--- config.mk ---
export PLATFORM = sky130hd
export DESIGN_NAME = bnn_pixel_unpacker
export DESIGN_NICKNAME = d
export VERILOG_FILES = /design/src/rtl/bnn_pixel_unpacker.sv
export SDC_FILE = /design/constraint.sdc
export NUM_CORES = 1
export LEC_CHECK = 0
export CORE_MARGIN = 10
export CORE_UTILIZATION = 25
export DETAILED_ROUTE_END_ITERATION = 10
export GPL_ROUTABILITY_DRIVEN = 0
export GPL_TIMING_DRIVEN = 0
export PLACE_DENSITY = 0.45
export SETUP_SLACK_MARGIN = 0.3
export SYNTH_ARGS = -nofsm -noshare
export SYNTH_HDL_FRONTEND = slang
export SYNTH_SLANG_ARGS = --single-unit
--- constraint.sdc ---
create_clock -name clk -period 4.9 [get_ports clk]
set_clock_uncertainty 0.15 [all_clocks]
set_input_delay 0.98 -clock clk [delete_from_list [all_inputs] [get_ports clk]]
set_output_delay 0.98 -clock clk [all_outputs]
set_load 0.02 [all_outputs]
--- src/rtl/bnn_pixel_unpacker.sv ---
// Sync-framed SPI byte stream to one-pixel-per-cycle BNN image writes.
// Payload bytes pass through a small FIFO into an 8-bit shifter.
module bnn_pixel_unpacker #(
  parameter int unsigned NUM_PIXELS = 784,
  parameter logic [7:0]  SYNC_BYTE  = 8'hA5,
  parameter int unsigned FIFO_DEPTH = 4,
  parameter bit          MSB_FIRST  = 1'b1
) (
  input  logic       clk,
  input  logic       rst_n,
  input  logic [7:0] rx_byte,
  input  logic       byte_valid,
  input  logic       frame_abort,
  output logic       image_write_enable,
  output logic [7:0] image_write_data,
  output logic       clear_buffer,
  output logic       frame_done,
  output logic       overflow,
  output logic       busy,
  output logic [9:0] pixel_count
);

  localparam int unsigned NBYTES = (NUM_PIXELS + 7) / 8;
  localparam int unsigned AW = $clog2(FIFO_DEPTH);
  localparam int unsigned CW = AW + 1;
  localparam int unsigned BW = $clog2(NBYTES + 1);
  localparam logic [9:0]    LAST_PIX  = 10'(NUM_PIXELS - 1);
  localparam logic [BW-1:0] MAX_BYTES = BW'(NBYTES);
  localparam logic [CW-1:0] FULL_CNT  = CW'(FIFO_DEPTH);

  typedef enum logic [2:0] {
    S_IDLE, S_CLEAR, S_RECV, S_DONE, S_ERR
  } state_e;

  state_e        state_q, state_d;
  logic [7:0]    mem_q [FIFO_DEPTH];
  logic [AW-1:0] wptr_q, rptr_q;
  logic [CW-1:0] cnt_q;
  logic [7:0]    sh_q, sh_d;
  logic [3:0]    rem_q, rem_d;
  logic [BW-1:0] acc_q, acc_d;
  logic [9:0]    pix_q, pix_d;
  logic          we_q, we_d;
  logic          bit_q, bit_d;
  logic          clr_q, clr_d;
  logic          done_q, done_d;
  logic          ovf_q, ovf_d;
  logic          busy_q, busy_d;

  logic push, pop, flush;
  logic emit, last, load, accept, full;
  logic cur_pix;
  logic [7:0] shifted;

  assign cur_pix = MSB_FIRST ? sh_q[7] : sh_q[0];
  assign shifted = MSB_FIRST ? {sh_q[6:0], 1'b0}
                             : {1'b0, sh_q[7:1]};

  always_comb begin
    state_d = state_q;
    sh_d    = sh_q;
    rem_d   = rem_q;
    acc_d   = acc_q;
    pix_d   = pix_q;
    ovf_d   = ovf_q;
    we_d    = 1'b0;
    bit_d   = 1'b0;
    clr_d   = 1'b0;
    done_d  = 1'b0;
    push    = 1'b0;
    pop     = 1'b0;
    flush   = 1'b0;
    emit    = (rem_q != 4'd0);
    last    = emit && (pix_q == LAST_PIX);
    load    = !last && (cnt_q != '0)
              && (rem_q <= 4'd1);
    accept  = byte_valid && (acc_q < MAX_BYTES);
    full    = (cnt_q == FULL_CNT);
    unique case (state_q)
      S_IDLE: begin
        if (byte_valid && rx_byte == SYNC_BYTE
            && !frame_abort) begin
          state_d = S_CLEAR;
          clr_d   = 1'b1;
          pix_d   = '0;
          acc_d   = '0;
        end
      end
      S_CLEAR: begin
        if (frame_abort) begin
          state_d = S_IDLE;
          flush   = 1'b1;
        end else begin
          state_d = S_RECV;
          push    = accept;
          acc_d   = acc_q + BW'(accept);
        end
      end
      S_RECV: begin
        if (frame_abort) begin
          state_d = S_IDLE;
          flush   = 1'b1;
        end else if (accept && full && !load) begin
          state_d = S_ERR;
          ovf_d   = 1'b1;
        end else begin
          push  = accept && !last;
          acc_d = acc_q + BW'(accept);
          if (emit) begin
            we_d  = 1'b1;
            bit_d = cur_pix;
            pix_d = pix_q + 10'd1;
            sh_d  = shifted;
            rem_d = rem_q - 4'd1;
          end
          // Trailing bits of the final byte are dropped here.
          if (last) begin
            state_d = S_DONE;
            flush   = 1'b1;
          end else if (load) begin
            pop   = 1'b1;
            sh_d  = mem_q[rptr_q];
            rem_d = 4'd8;
          end
        end
      end
      S_DONE: begin
        state_d = S_IDLE;
        flush   = 1'b1;
        done_d  = !frame_abort;
      end
      S_ERR: begin
        if (frame_abort) begin
          state_d = S_IDLE;
          flush   = 1'b1;
          ovf_d   = 1'b0;
        end
      end
      default: state_d = S_IDLE;
    endcase
    if (flush) rem_d = 4'd0;
    busy_d = (state_d != S_IDLE);
  end

  always_ff @(posedge clk or negedge rst_n) begin
    if (!rst_n) begin
      state_q <= S_IDLE;
      sh_q    <= '0;
      rem_q   <= '0;
      acc_q   <= '0;
      pix_q   <= '0;
      we_q    <= 1'b0;
      bit_q   <= 1'b0;
      clr_q   <= 1'b0;
      done_q  <= 1'b0;
      ovf_q   <= 1'b0;
      busy_q  <= 1'b0;
    end else begin
      state_q <= state_d;
      sh_q    <= sh_d;
      rem_q   <= rem_d;
      acc_q   <= acc_d;
      pix_q   <= pix_d;
      we_q    <= we_d;
      bit_q   <= bit_d;
      clr_q   <= clr_d;
      done_q  <= done_d;
      ovf_q   <= ovf_d;
      busy_q  <= busy_d;
    end
  end

  always_ff @(posedge clk or negedge rst_n) begin
    if (!rst_n) begin
      wptr_q <= '0;
      rptr_q <= '0;
      cnt_q  <= '0;
      for (int i = 0; i < FIFO_DEPTH; i++) begin
        mem_q[i] <= '0;
      end
    end else if (flush) begin
      wptr_q <= '0;
      rptr_q <= '0;
      cnt_q  <= '0;
    end else begin
      if (push) begin
        mem_q[wptr_q] <= rx_byte;
        wptr_q        <= wptr_q + 1'b1;
      end
      if (pop) rptr_q <= rptr_q + 1'b1;
      cnt_q <= cnt_q + CW'(push) - CW'(pop);
    end
  end

  assign image_write_enable = we_q;
  assign image_write_data   = {7'b0, bit_q};
  assign clear_buffer       = clr_q;
  assign frame_done         = done_q;
  assign overflow           = ovf_q;
  assign busy               = busy_q;
  assign pixel_count        = pix_q;

endmodule

* Word-level counts from Yosys, hierarchy flattened
Index checks and enable logic that the tools add are counted.
** Storage, ports and cells
- Memories kept :: 0
- RAM bits :: 0
- Output and inout port bits :: 23
- Latch bits :: 0
- ROM bits :: 0
- Register bits :: 77
** Operators by class
- Equality and inequality tests :: 16
- Multipliers :: 0
- Magnitude comparators :: 5
- Muxes and demuxes :: 67
- Divide/modulo/power cells :: 0
- Reductions and logical operators :: 30
- $add $sub $neg :: 7
- Bitwise logic cells :: 5
- Shift-type cells :: 0
** Operator list (number)
- $mux 8 :: 6
- $mux 10 :: 4
- $bwmux 32 :: 1
- $mux 4 :: 7
- $mux 7 :: 4
- $mux 1 :: 26
- $pmux 7 s3 :: 1
- $pmux 10 s2 :: 1
- $mux 3 :: 6
- $bmux 8 s2 :: 1
- $demux 8 s2 :: 1
- $ne 2x2->1 const B :: 8
- $pmux 3 s4 :: 1
- $add 10x1->10 const B :: 1
- $eq 10x10->1 const B :: 1
- $logic_and 1x1->1 :: 10
- $mux 2 :: 5
- $reduce_and 5->1 :: 2
- $reduce_bool 2->1 :: 5
- $reduce_bool 3->1 :: 3
- $eq 8x8->1 const B :: 1
- $add 7x1->7 :: 1
- $lt 7x7->1 const B :: 1
- $eq 3x2->1 const B :: 2
- 21 further kinds :: 31

* Logic depth before layout (Yosys ltp)
Gate-level depths: netlist (run 1).
- Depth in word-level cells :: 13
- Gate-level depth with buffers :: 15
- Depth with buffers taken out :: 15

* Worst setup path after synthesis (run 1)
OpenSTA, ideal clock, no wires.
- Path kind :: input -> register
- Start :: input frame_abort
- End :: register cnt_q[2]
- Data arrival time :: 3.463 ns
- Stages :: 14
- Required time :: 4.616 ns
- Buffers on the path :: 1
- Setup time :: 0.134 ns
- Slack :: 1.153 ns
- Cells stage by stage :: clkbuf_1 > nor4b_1 > nor2_1 > a211o_1 > a21oi_2 > inv_1 > ha_1 > inv_1 > ha_1 > inv_1 > fa_1 > xor2_1 > xnor2_1 > nor2_1
** On the way
- Longest elaborated chain between the ends :: 5
- Elaborated cells on any way between the ends :: 11
** RTL lines
- start: declaration :: line 13 : input logic frame_abort,
- $mux 1, on equally long branches :: line 100, 90
- $pmux 1 s2 :: line 79 : unique case (state_q)
- $add 3x1->3 :: line 191 : cnt_q <= cnt_q + CW'(push) - CW'(pop);
- $sub 3x1->3 :: line 191
- $mux 3 * :: line 181 : end else if (flush) begin
- end signal: assignment :: line 191
- end: declaration :: line 38 : logic [CW-1:0] cnt_q;
Every way passes the cells marked *; elsewhere a longest branch is shown, timed or not.
A chain may end at the register's enable or synchronous reset.

* Worst setup path after layout (run 1)
- Start :: register rem_q[1]
- End :: register cnt_q[2]
** On the way
- Longest elaborated chain between the ends :: 13
- Elaborated cells on any way between the ends :: 24
** RTL lines
- start: declaration :: line 40 : logic [3:0] rem_q, rem_d;
- start signal: assignment :: line 161 : rem_q <= rem_d;
- parallel branches: the longest is 12 deep, another holds $le 4x1->1
- $mux 3 * :: line 181
Mark *: on every way between the ends.

==> summary.txt, run 1 <==
Outcome
  • Run status: complete, no violations

Timing
  • RSZ-0062 raised after global routing: false
  • Max Slew Vio Count: 0
  • Final setup violation count: 0
  • Slew margin rel.: 42.1%
  • Hold_ws: 0.320 ns
  • Worst-Margin Slew: 0.869 ns
  • Setup TNS: 0 ns
  • Worst Slack Setup Final: 1.01 ns
  • Final hold vios: 0
  • Crit share post-route: 79.4%
  • Fmax: 257 MHz
  • Fin crit period: 3.89 ns

Setup path
  • CP arrival: 3.94 ns
  • Worst Path Buf+Inv: 4
  • Worst r2r src: rem_q[1]
  • Most frequent cell on the critical path: inv_1
  • WP data required: 4.95 ns
  • Critical-path cell list: inv_1, ha_1, nor3b_2, nor4_1, a211o_1, a21oi_2, inv_1, ha_1, inv_1, ha_1, inv_1, fa_1, xor2_1, xnor2_1, nor2_1
  • Critical Path Start: rem_q[1]
  • Setup crit start kind: register
  • CP Capture Type: register
  • RR Endpoint: cnt_q[2]
  • Reg2reg path depth: 15
  • Critical path endpoint: cnt_q[2]
  • Crit path largest cell delay: 0.62 ns
  • CP Depth: 15
  • Flop-to-flop setup slack: 1.01 ns
  • Top delay family on crit path: adder cells
  • CP Class: reg2reg
  • Critical path's slowest cell: nor3b_2
  • Crit path max fanout: 10

Drt
  • Starting DRT DRC Count: 144
  • Routed vias/inst: 4.66
  • Post-route DRC: 0
  • WL per Instance: 15.2 um
  • DR vias: 2623
  • First-pass DRT Iterations: 4
  • Final wirelength: 8530 um
  • ANT nets after route: 0

Power and ir drop
  • VDD IR max: 0.172 mV
  • Leak pwr: 2.17 nW
  • P per Cell Area: 288 nW/um^2
  • Final total power: 1.35 mW

Clocking
  • Worst skew pair latency: 0.33 ns
  • Worst-path clk slew: 0.06 ns
  • CTS Hold Bufs: 0
  • TritonCTS clock tree: done
  • Post-CTS Resized: 0
  • Root Driver: clkbuf_16
  • CTS Buf Count: 9
  • Post-CTS Setup Bufs: 0
  • Sink Count: 77
  • # H-tree levels: 3
  • Clk buf depth: 2

Place
  • Port Buf Inserts: 26
  • Post-detail-place hpwl: 6150 um
  • Placed Area: 4410 um^2
  • Pre-CTS setup slack: 0.863 ns
  • Post-placement cell count: 547

Logic synthesis
  • Number of enable flip-flop cells after synthesis: 0
  • Sequential-to-total area share from yosys stat: 49.9%
  • Netlist cell types: 55
  • YS warnings: 0
  • Synthesized area: 3860 um^2
  • FFs w/ async S/R, synth: 100%
  • Post-Synthesis Cells: 326
  • Mean post-synth cell area: 11.9 um^2
  • Number of synthesized register bits: 77
  • Top FF cell, synth: dfrtp_1

Job
  • MaxCap Viol Count: 0

Finish
  • Fin util: 30.9%
  • Diode count: 0
  • Layout Nets: 394
  • Final cell count without fillers: 563
  • Fraction of layout cells with a size suffix above 1: 19.2%
  • Final Cell Area: 4680 um^2
  • Commonest non-fill, non-tap cells in the layout: dfrtp_1, clkdlybuf4s50_1, nor2_1, nand2_1, mux2_2
  • Number of fill cells: 1552
  • Area grow syn2layout: 21.2%
  • Most common cell after layout, fill and taps aside: dfrtp_1

Floorplanning
  • Core area: 15100 um^2
  • DIE HEIGHT: 144 um
  • Die ar.: 20800 um^2
  • DIE WIDTH: 144 um
  • Starting Density: 25.5%
  • Row count: 45
  • IO Pins: 35

Global routing
  • Remaining global-route overflow: 0
  • Initial antenna violation count: 0
  • Number of global-route vias before repair: 2735
  • Pin count of the biggest net entering global routing: 70
  • GR Util All Layers: 8.68%
  • First-pass GRT wire length: 14300 um

Worst hold path
  • Hold Path Class: in2async
## worst register-to-register path: stages, from the launching register on
cell and delay [ns]:
dfrtp_1 0.37, inv_1 0.09, ha_1 0.26, nor3b_2 0.62, nor4_1 0.21, a211o_1 0.34, a21oi_2 0.37, inv_1 0.09
ha_1 0.30, inv_1 0.05, ha_1 0.12, inv_1 0.04, fa_1 0.37, xor2_1 0.16, xnor2_1 0.15, nor2_1 0.05
## Yosys cell counts (2+ instances only)
library cell / instances / area (um^2)
dfrtp_1: 77 / 1930
nor2_1: 23 / 86.3
nand2_1: 22 / 82.6
mux2_2: 21 / 236
mux2_1: 12 / 135
ha_1: 11 / 138
inv_1: 10 / 37.5
nand3_1: 10 / 50.1
o21ai_0: 9 / 45.0
buf_4: 8 / 60.1
mux2i_1: 8 / 80.1
mux4_2: 8 / 180
xnor2_1: 8 / 70.1
a2bb2oi_1: 7 / 61.3
o22ai_1: 7 / 43.8
clkbuf_1: 6 / 22.5
nor4_1: 6 / 37.5
a21oi_1: 5 / 25.0
xor2_1: 5 / 43.8
a21oi_2: 4 / 35.0
and2_1: 4 / 25.0
and3_1: 4 / 25.0
nand2_2: 4 / 25.0
nor3_1: 4 / 20.0
nand2b_1: 3 / 18.8
nand4_1: 3 / 18.8
nor4bb_1: 3 / 30.0
or4_1: 3 / 22.5
a31o_2: 2 / 17.5
nand3b_1: 2 / 15.0
nor4b_1: 2 / 17.5
or3_1: 2 / 12.5
## layout make-up
type	instances	area, um^2	share of cell area (%)
Buffer	16	97.6	2.08
Tap cell	188	235	5.02
Multi-Input combinational cell	228	1820	38.9
Timing Repair Buffer	27	285	6.09
Clock buffer	11	243	5.18
Sequential cell	77	1930	41.1
Clock inverter	5	35.0	0.748
Inverter	11	41.3	0.881
## cell families after synthesis
family / synth area share, %
AOI/OAI and AO/OA: 7.25
buffers and inverters: 3.59
other: 0.0971
and+or+nand+nor: 15.4
muxes: 16.7
DFF: 49.9
xor gates and xnor gates: 2.95
adders and majority gates: 4.08
## layer usage
metal	global-route usage (%)	routed length [um]	vias to the layer above
li1	-	-	1261
met1	10.7	3910	1318
met3	2.72	408	6
met5	0	0	-
met4	2.07	72	0
met2	14.4	4140	38
## sequential cells by signal, indices dropped and copies added, names as in the netlist, 2 cells and up
signal       count
rem_q            4
cnt_q            3
pixel_count     10
state_q          3
rptr_q           2
mem_q           32
sh_q             8
wptr_q           2
acc_q            7
## where the power goes
group / switching [mW] / internal (mW)
clock network: 0.268 / 0.358
logic: 0.0446 / 0.0323
registers: 0.00524 / 0.644
total: 0.317 / 1.03
## worst min-delay path by stage
stage | startpoint | to | slack, ns | depth (start not counted)
2_1_floorplan | acc_q[6] | acc_q[6] | 0.30 | 1
3_3_place_gp | acc_q[6] | acc_q[6] | 0.32 | 1
3_5_place_dp | acc_q[6] | acc_q[6] | 0.33 | 1
4_1_cts | rst_n | mem_q[15] | 0.31 | 1
5_1_grt | rst_n | mem_q[22] | 0.31 | 1
6_report | rst_n | mem_q[6] | 0.32 | 1
Power figures use the tool's default switching activity.
==> run 2, diff against run 1 <==
Clock period 4.9 ns to 4.1 ns, I/O delays scaled along.
==> summary.txt, run 2 (same netlist as run 1, synthesis figures left out) <==
Timing
  • Max Slew Vio Count: 0
  • Worst-Margin Slew: 0.842 ns
  • Final setup violation count: 0
  • Final hold vios: 0
  • Fmax: 286 MHz
  • Crit share post-route: 85.4%
  • Hold_ws: 0.162 ns
  • RSZ-0062 raised after global routing: false
  • Setup TNS: 0 ns
  • Fin crit period: 3.50 ns
  • Slew margin rel.: 43.9%

Setup path
  • Critical path's slowest cell: nor4b_1
  • WP data required: 4.15 ns
  • Reg2reg path depth: 14
  • Worst Path Buf+Inv: 4
  • CP Class: in2reg
  • Setup crit start kind: input pin
  • Top delay family on crit path: adder cells
  • CP Capture Type: register
  • RR Endpoint: cnt_q[2]
  • Worst r2r src: state_q[0]
  • Crit path max fanout: 10
  • Most frequent cell on the critical path: inv_1
  • Crit path largest cell delay: 0.45 ns
  • Flop-to-flop setup slack: 0.60 ns
  • Critical-path cell list: clkbuf_1, nor4b_1, nor2_1, a211o_1, a21oi_2, inv_1, ha_1, inv_1, ha_1, inv_1, fa_1, xor2_1, xnor2_1, nor2_1
  • CP arrival: 3.55 ns

Floorplanning
  • Starting Density: 25.5%
  • Die ar.: 20800 um^2
  • DIE HEIGHT: 144 um
  • Core area: 15100 um^2
  • IO Pins: 35
  • DIE WIDTH: 144 um
  • Row count: 45

Drt
  • WL per Instance: 15.1 um
  • Routed vias/inst: 4.65
  • ANT nets after route: 0
  • Post-route DRC: 0
  • Starting DRT DRC Count: 137
  • Final wirelength: 8540 um
  • DR vias: 2626
  • First-pass DRT Iterations: 4

Power and ir drop
  • Leak pwr: 2.18 nW
  • VDD IR max: 0.205 mV
  • P per Cell Area: 343 nW/um^2

Clocking
  • Worst-path clk slew: 0.06 ns
  • Root Driver: clkbuf_16
  • CTS Buf Count: 9
  • Clk buf depth: 2
  • CTS Hold Bufs: 0
  • # H-tree levels: 3
  • TritonCTS clock tree: done
  • Sink Count: 77
  • Worst skew pair latency: 0.33 ns

Finish
  • Largest register FFs: 32
  • Multi-input gate area: 1840 um^2
  • Diode count: 0
  • Area grow syn2layout: 22.1%
  • Most common cell after layout, fill and taps aside: dfrtp_1
  • Commonest non-fill, non-tap cells in the layout: dfrtp_1, clkdlybuf4s50_1, nor2_1, nand2_1, mux2_2
  • Seq. cell area: 1930 um^2
  • Fraction of layout cells with a size suffix above 1: 20.4%
  • Final cell count without fillers: 565
  • Layout Nets: 396
  • Number of fill cells: 1550
  • Fin util: 31.1%
  • Register name with the most flops: mem_q

Place
  • Post-detail-place hpwl: 6150 um
  • Post-placement cell count: 547
  • Port Buf Inserts: 26

Global routing
  • Pin count of the biggest net entering global routing: 70
  • First-pass GRT wire length: 14300 um
  • Number of global-route vias before repair: 2737
  • Remaining global-route overflow: 0
  • GR Util All Layers: 8.70%
  • Initial antenna violation count: 0

Outcome
  • Run status: complete, no violations

Job
  • MaxCap Viol Count: 0

Worst hold path
  • Hold Path Class: in2async
[run 2: final cells by class]
class	count	share of cell area, %
inverter	11	0.875
tap	188	4.99
sequential	77	40.8
multi-input combinational	228	39.0
buffer	16	2.07
clock inverter	5	0.743
clock buffer	11	5.15
timing repair buffer	29	6.37
[run 2: timing repair]
action                                  CTS  global route
endpoints found under the hold margin     0             0
endpoints found under the setup margin    1             1
resized for setup                         1             3
buffers inserted                          0             2
[run 2: per-layer routing]
metal / vias up / part of all wire (%) / track usage (%)
met5: - / 0 / 0
met4: 0 / 0.62 / 2.07
met3: 4 / 5.2 / 2.72
met2: 45 / 48 / 14.5
met1: 1311 / 46 / 10.7
li1: 1266 / - / -
[run 2: through the flow]
stage          setup WS [ns]  cell area [um^2]  total power, mW
6_report               0.600              4720             1.62
3_5_place_dp           0.185              4410            0.884
3_3_place_gp          -0.780              4380            0.879
5_1_grt                0.322              4720             1.68
4_1_cts                0.334              4690             1.64
2_1_floorplan          0.513              3890            0.833
[run 2: worst reg2reg max path, delay by kind of cell, from the launching register on]
family / cells / cell delay, ns
XOR/XNOR: 2 / 0.31
flip-flops: 1 / 0.32
buffers and inverters: 4 / 0.54
AND/OR/NAND/NOR: 3 / 0.59
AO/OA/AOI/OAI: 2 / 0.65
adder cells (fa/ha/maj): 3 / 0.79
[run 2: worst max-delay path by stage]
stage,cells past startpoint,startpoint,to
5_1_grt,14,state_q[0],cnt_q[2]
6_report,14,frame_abort,cnt_q[2]
3_5_place_dp,15,rem_q[0],cnt_q[2]
3_3_place_gp,1,rst_n,acc_q[4]
2_1_floorplan,14,frame_abort,cnt_q[2]
4_1_cts,15,rem_q[0],cnt_q[2]
[run 2: power by group]
group | switching (mW) | total (mW) | internal, mW
Clock | 0.320 | 0.748 | 0.428
Sequential | 0.00630 | 0.776 | 0.769
Combinational | 0.0538 | 0.0942 | 0.0405
Total | 0.380 | 1.62 | 1.24
==> RTL change 1, RTL diff (settings of run 1) <==
Reset style: synchronous (`rst_n`), changed in 2 clocked blocks.
--- a/src/rtl/bnn_pixel_unpacker.sv
+++ b/src/rtl/bnn_pixel_unpacker.sv
@@ -144,3 +144,3 @@
 
-  always_ff @(posedge clk or negedge rst_n) begin
+  always_ff @(posedge clk) begin
     if (!rst_n) begin
@@ -172,3 +172,3 @@
 
-  always_ff @(posedge clk or negedge rst_n) begin
+  always_ff @(posedge clk) begin
     if (!rst_n) begin
Function: differs if rst_n is asserted again (counterexample within 4 cycles, from zero or initial values and one cycle with rst_n low); with rst_n held inactive, the same outputs for 10 cycles.
==> RTL change 1 against run 1 <==
Via count increased by 12%. Sequential cell count grew 2. Sequential power grew 6.9%. Synthesized area is 5.4% higher. Routed wire length up 16%. Combinational power fell by 31%. Cell area is 4.6% higher. Total power grew 0.22%. Worst setup slack lost 0.10 ns. Die area rose by 4.7%. Largest power group unchanged.
==> RTL change 1: results (changes against run 1) <==
first-pass GRT wire length=16,590 µm (was 14,260 µm); Vias/cell=4.461 (was 4.659); # fillers=1,684 (was 1,552); IO Port Bufs=27 (was 26); Netlist cell types=66 (was 55); routing usage on met2=15.73% (was 14.42%); met1 Use GR=11.64% (was 10.69%); asr flop ratio synth=0% (was 100.0%); met3 Track Usage GR=2.564% (was 2.722%); P_int=0.001051 W (was 0.001034 W); most used flip-flop cell after synthesis=dfxtp_1 (was dfrtp_1); Static Leak=1.748 nW (was 2.169 nW); Post-DP HPWL=7196 µm (was 6146 µm); hold-critical path depth=2; largest cells by area after synthesis=edfxtp_1 (24%), dfxtp_1 (23%), mux4_2 (4.4%), nand2_1 (3.7%), nor2_1 (3.1%) (was dfrtp_1 (50%), mux2_2 (6.1%), mux4_2 (4.7%), ha_1 (3.6%), mux2_1 (3.5%)); vias in the first global route=3,042 (was 2,735); Slew headroom=35.87% (was 42.06%); largest net degree at the start of global routing=14 (was 70); number of synthesized flops with an enable pin=32 (was 0); Arr. time, crit path=3.80 ns (was 3.94 ns); DR iter-0 viols=265 (was 144); status=finished clean (unchanged); Total Routing Usage GR=9.541% (was 8.677%); Final nets=456 (was 394); Worst VDD drop=0.1598 mV (was 0.1720 mV); final WL=9927 µm (was 8531 µm); Worst Reg2Reg Path Length in Cells=14 (was 15)
==> RTL change 1: cell count changes after synthesis, sizes merged, moves of 9 or more <==
cell	before	now
dfrtp	77	0
dfxtp	0	47
mux2	34	0
edfxtp	0	32
nor3	6	23
nand2	26	41
and2	4	17
nor2	23	34
buf	10	19
o211ai	0	9
==> RTL change 1: final cells by class <==
cell class                 instances  area share, %
inverter                          20          1.531
buffer                            28          3.777
multi-input combinational        271          39.43
sequential                        79          38.80
timing repair buffer              27          5.513
clock inverter                     6         0.7657
tap                              216          5.513
clock buffer                      10          4.671
==> RTL change 1: logic make-up after synthesis <==
logic type | share of synthesized area (%)
AND/OR/NAND/NOR | 23.84
flip-flops | 46.70
AO/OA/AOI/OAI | 11.09
multiplexers | 6.390
buffers and inverters | 6.390
XOR/XNOR | 2.581
adder cells (fa/ha/maj) | 2.918
other | 0.09208
==> RTL change 1: per-layer routing <==
metal | share of wire [%] | up-vias
met4 | 1.6 | 0
li1 | - | 1474
met3 | 4.0 | 12
met1 | 46 | 1402
met2 | 49 | 43
met5 | 0 | -
==> RTL change 1: power groups by stage <==
stage | registers [W] | clock network (W) | logic, W
after floorplan | 0.000707 | 0 | 0.0000309
after global placement | 0.000708 | 0 | 0.0000535
after detailed placement | 0.000708 | 0 | 0.0000535
after CTS | 0.000694 | 0.000630 | 0.0000536
after global routing | 0.000694 | 0.000653 | 0.0000583
final | 0.000694 | 0.000607 | 0.0000532
==> RTL change 1: stage by stage <==
step           power (W)  cell area [µm²]  hold slack, ns  setup slack [ns]  instances
2_1_floorplan  0.0007378             4095          0.2903             1.555        398
3_3_place_gp   0.0007612             4636          0.3054            0.5956        641
3_5_place_dp   0.0007618             4636          0.3137            0.5687        641
4_1_cts         0.001377             4902          0.3219            0.9203        657
5_1_grt         0.001406             4902          0.3322            0.7409        657
6_report        0.001354             4902          0.3218            0.9074        657
==> RTL change 1: path summary, 6_finish.rpt <==
kind                             startpoint     endpoint  slack, ns
worst max-delay path            frame_abort  mem_q[2][7]       0.91
worst min-delay path               acc_q[0]     acc_q[0]       0.32
worst max register to register     rem_q[1]     cnt_q[2]       1.36
worst min register to register     acc_q[0]     acc_q[0]       0.32
==> RTL change 1: worst max-delay path: stages <==
cell and delay, ns:
clkdlybuf4s50_1 0.52, maj3_2 0.37, a211oi_2 0.24, nor4b_2 0.21
a21bo_1 0.24, buf_6 0.14, or2_1 0.22, buf_6 0.15
o21ai_1 0.72
==> RTL change 2, RTL diff (flow settings as in run 1) <==
Without the edit above. Change the parameter `MSB_FIRST` from 1'b1 to 1'b0.
--- a/src/rtl/bnn_pixel_unpacker.sv
+++ b/src/rtl/bnn_pixel_unpacker.sv
@@ -6,3 +6,3 @@
   parameter int unsigned FIFO_DEPTH = 4,
-  parameter bit          MSB_FIRST  = 1'b1
+  parameter bit          MSB_FIRST  = 1'b0
 ) (
Check against the original RTL: not equivalent (Yosys sat finds a counterexample within 10 cycles, from zero or initial values and one cycle with rst_n low).
==> RTL change 2 against run 1 <==
Routed wire length increased by 3.3%. Sequential share of layout area decreased by 0.24 points. Synthesized area increased by 0.13%. Cell area increased by 0.59%. Combinational power about the same. Total power increased by 3.7%. Worst setup slack got worse by 0.15 ns. Sequential cell count unchanged.
==> RTL change 2: results (changes against run 1) <==
status=finished clean (unchanged); Arr. time, crit path=4.09 ns (was 3.94 ns); Post-Route M1 WL=4226 µm (was 3914 µm); multi-input gate count=229 (was 228); Slew headroom=36.45% (was 42.06%); metal2 WL=4023 µm (was 4136 µm); vias in the first global route=2,685 (was 2,735); met1 Use GR=11.24% (was 10.69%); Worst VDD drop=0.1465 mV (was 0.1720 mV); Hold WC Path Type=register to register (was input pin to asynchronous set/reset pin); synthesis-to-finish area growth=21.80% (was 21.24%); cell family with most CP delay=simple AND/OR/NAND/NOR gates (was adder cells); via count=2,648 (was 2,623); Mapped Cells=327 (was 326); buffer share of cell area=8.072% (was 8.173%); slowest CP cell=nor4b_1 (was nor3b_2); Gate power share=5.5% (was 5.7%); metal3 WL=435 µm (was 408 µm); inverter count=10 (was 11); Synth Area in Compound Gates=8.118% (was 7.254%); layout cells sized above 1=20.48% (was 19.20%); fraction of area in multi-input gates=38.87% (was 38.86%); first-pass GRT wire length=14,390 µm (was 14,260 µm); Post-DP HPWL=6272 µm (was 6146 µm); wire per inst=15.62 µm (was 15.15 µm); met3 Track Usage GR=2.788% (was 2.722%); FFs & Latches=77 (unchanged); Layout clock buffers=9 (was 11); CP peak stage delay=0.82 ns (was 0.62 ns); bufs w/o clock=44 (was 43); routing usage on met2=13.75% (was 14.42%); Final clock-cell share=6.373% (was 5.929%)
## RTL change 2: changes by cell type in the layout (fill, tap and decap cells not counted), moves of 3 or more
| cell | before | now |
|---|---|---|
| nand2_2 | 4 | 0 |
| a21oi_1 | 5 | 8 |
| mux2_2 | 21 | 30 |
| mux2_1 | 12 | 4 |
| nor2_1 | 23 | 20 |
| nand3_1 | 10 | 7 |
| xor2_1 | 5 | 2 |
| nand2_1 | 22 | 27 |
| a21oi_2 | 4 | 1 |
| nand2_4 | 0 | 4 |
## RTL change 2: path summary, 6_finish.rpt
check	startpoint	endpoint	slack (ns)	cells after the start
worst max-delay path	frame_abort	cnt_q[2]	0.85	14
worst min-delay path	acc_q[6]	acc_q[6]	0.34	1
worst max register to register	rem_q[0]	cnt_q[2]	1.01	15
worst min register to register	acc_q[6]	acc_q[6]	0.34	1
max in group asynchronous	rst_n	acc_q[2]	3.61	2
min in group asynchronous	rst_n	mem_q[21]	0.41	1
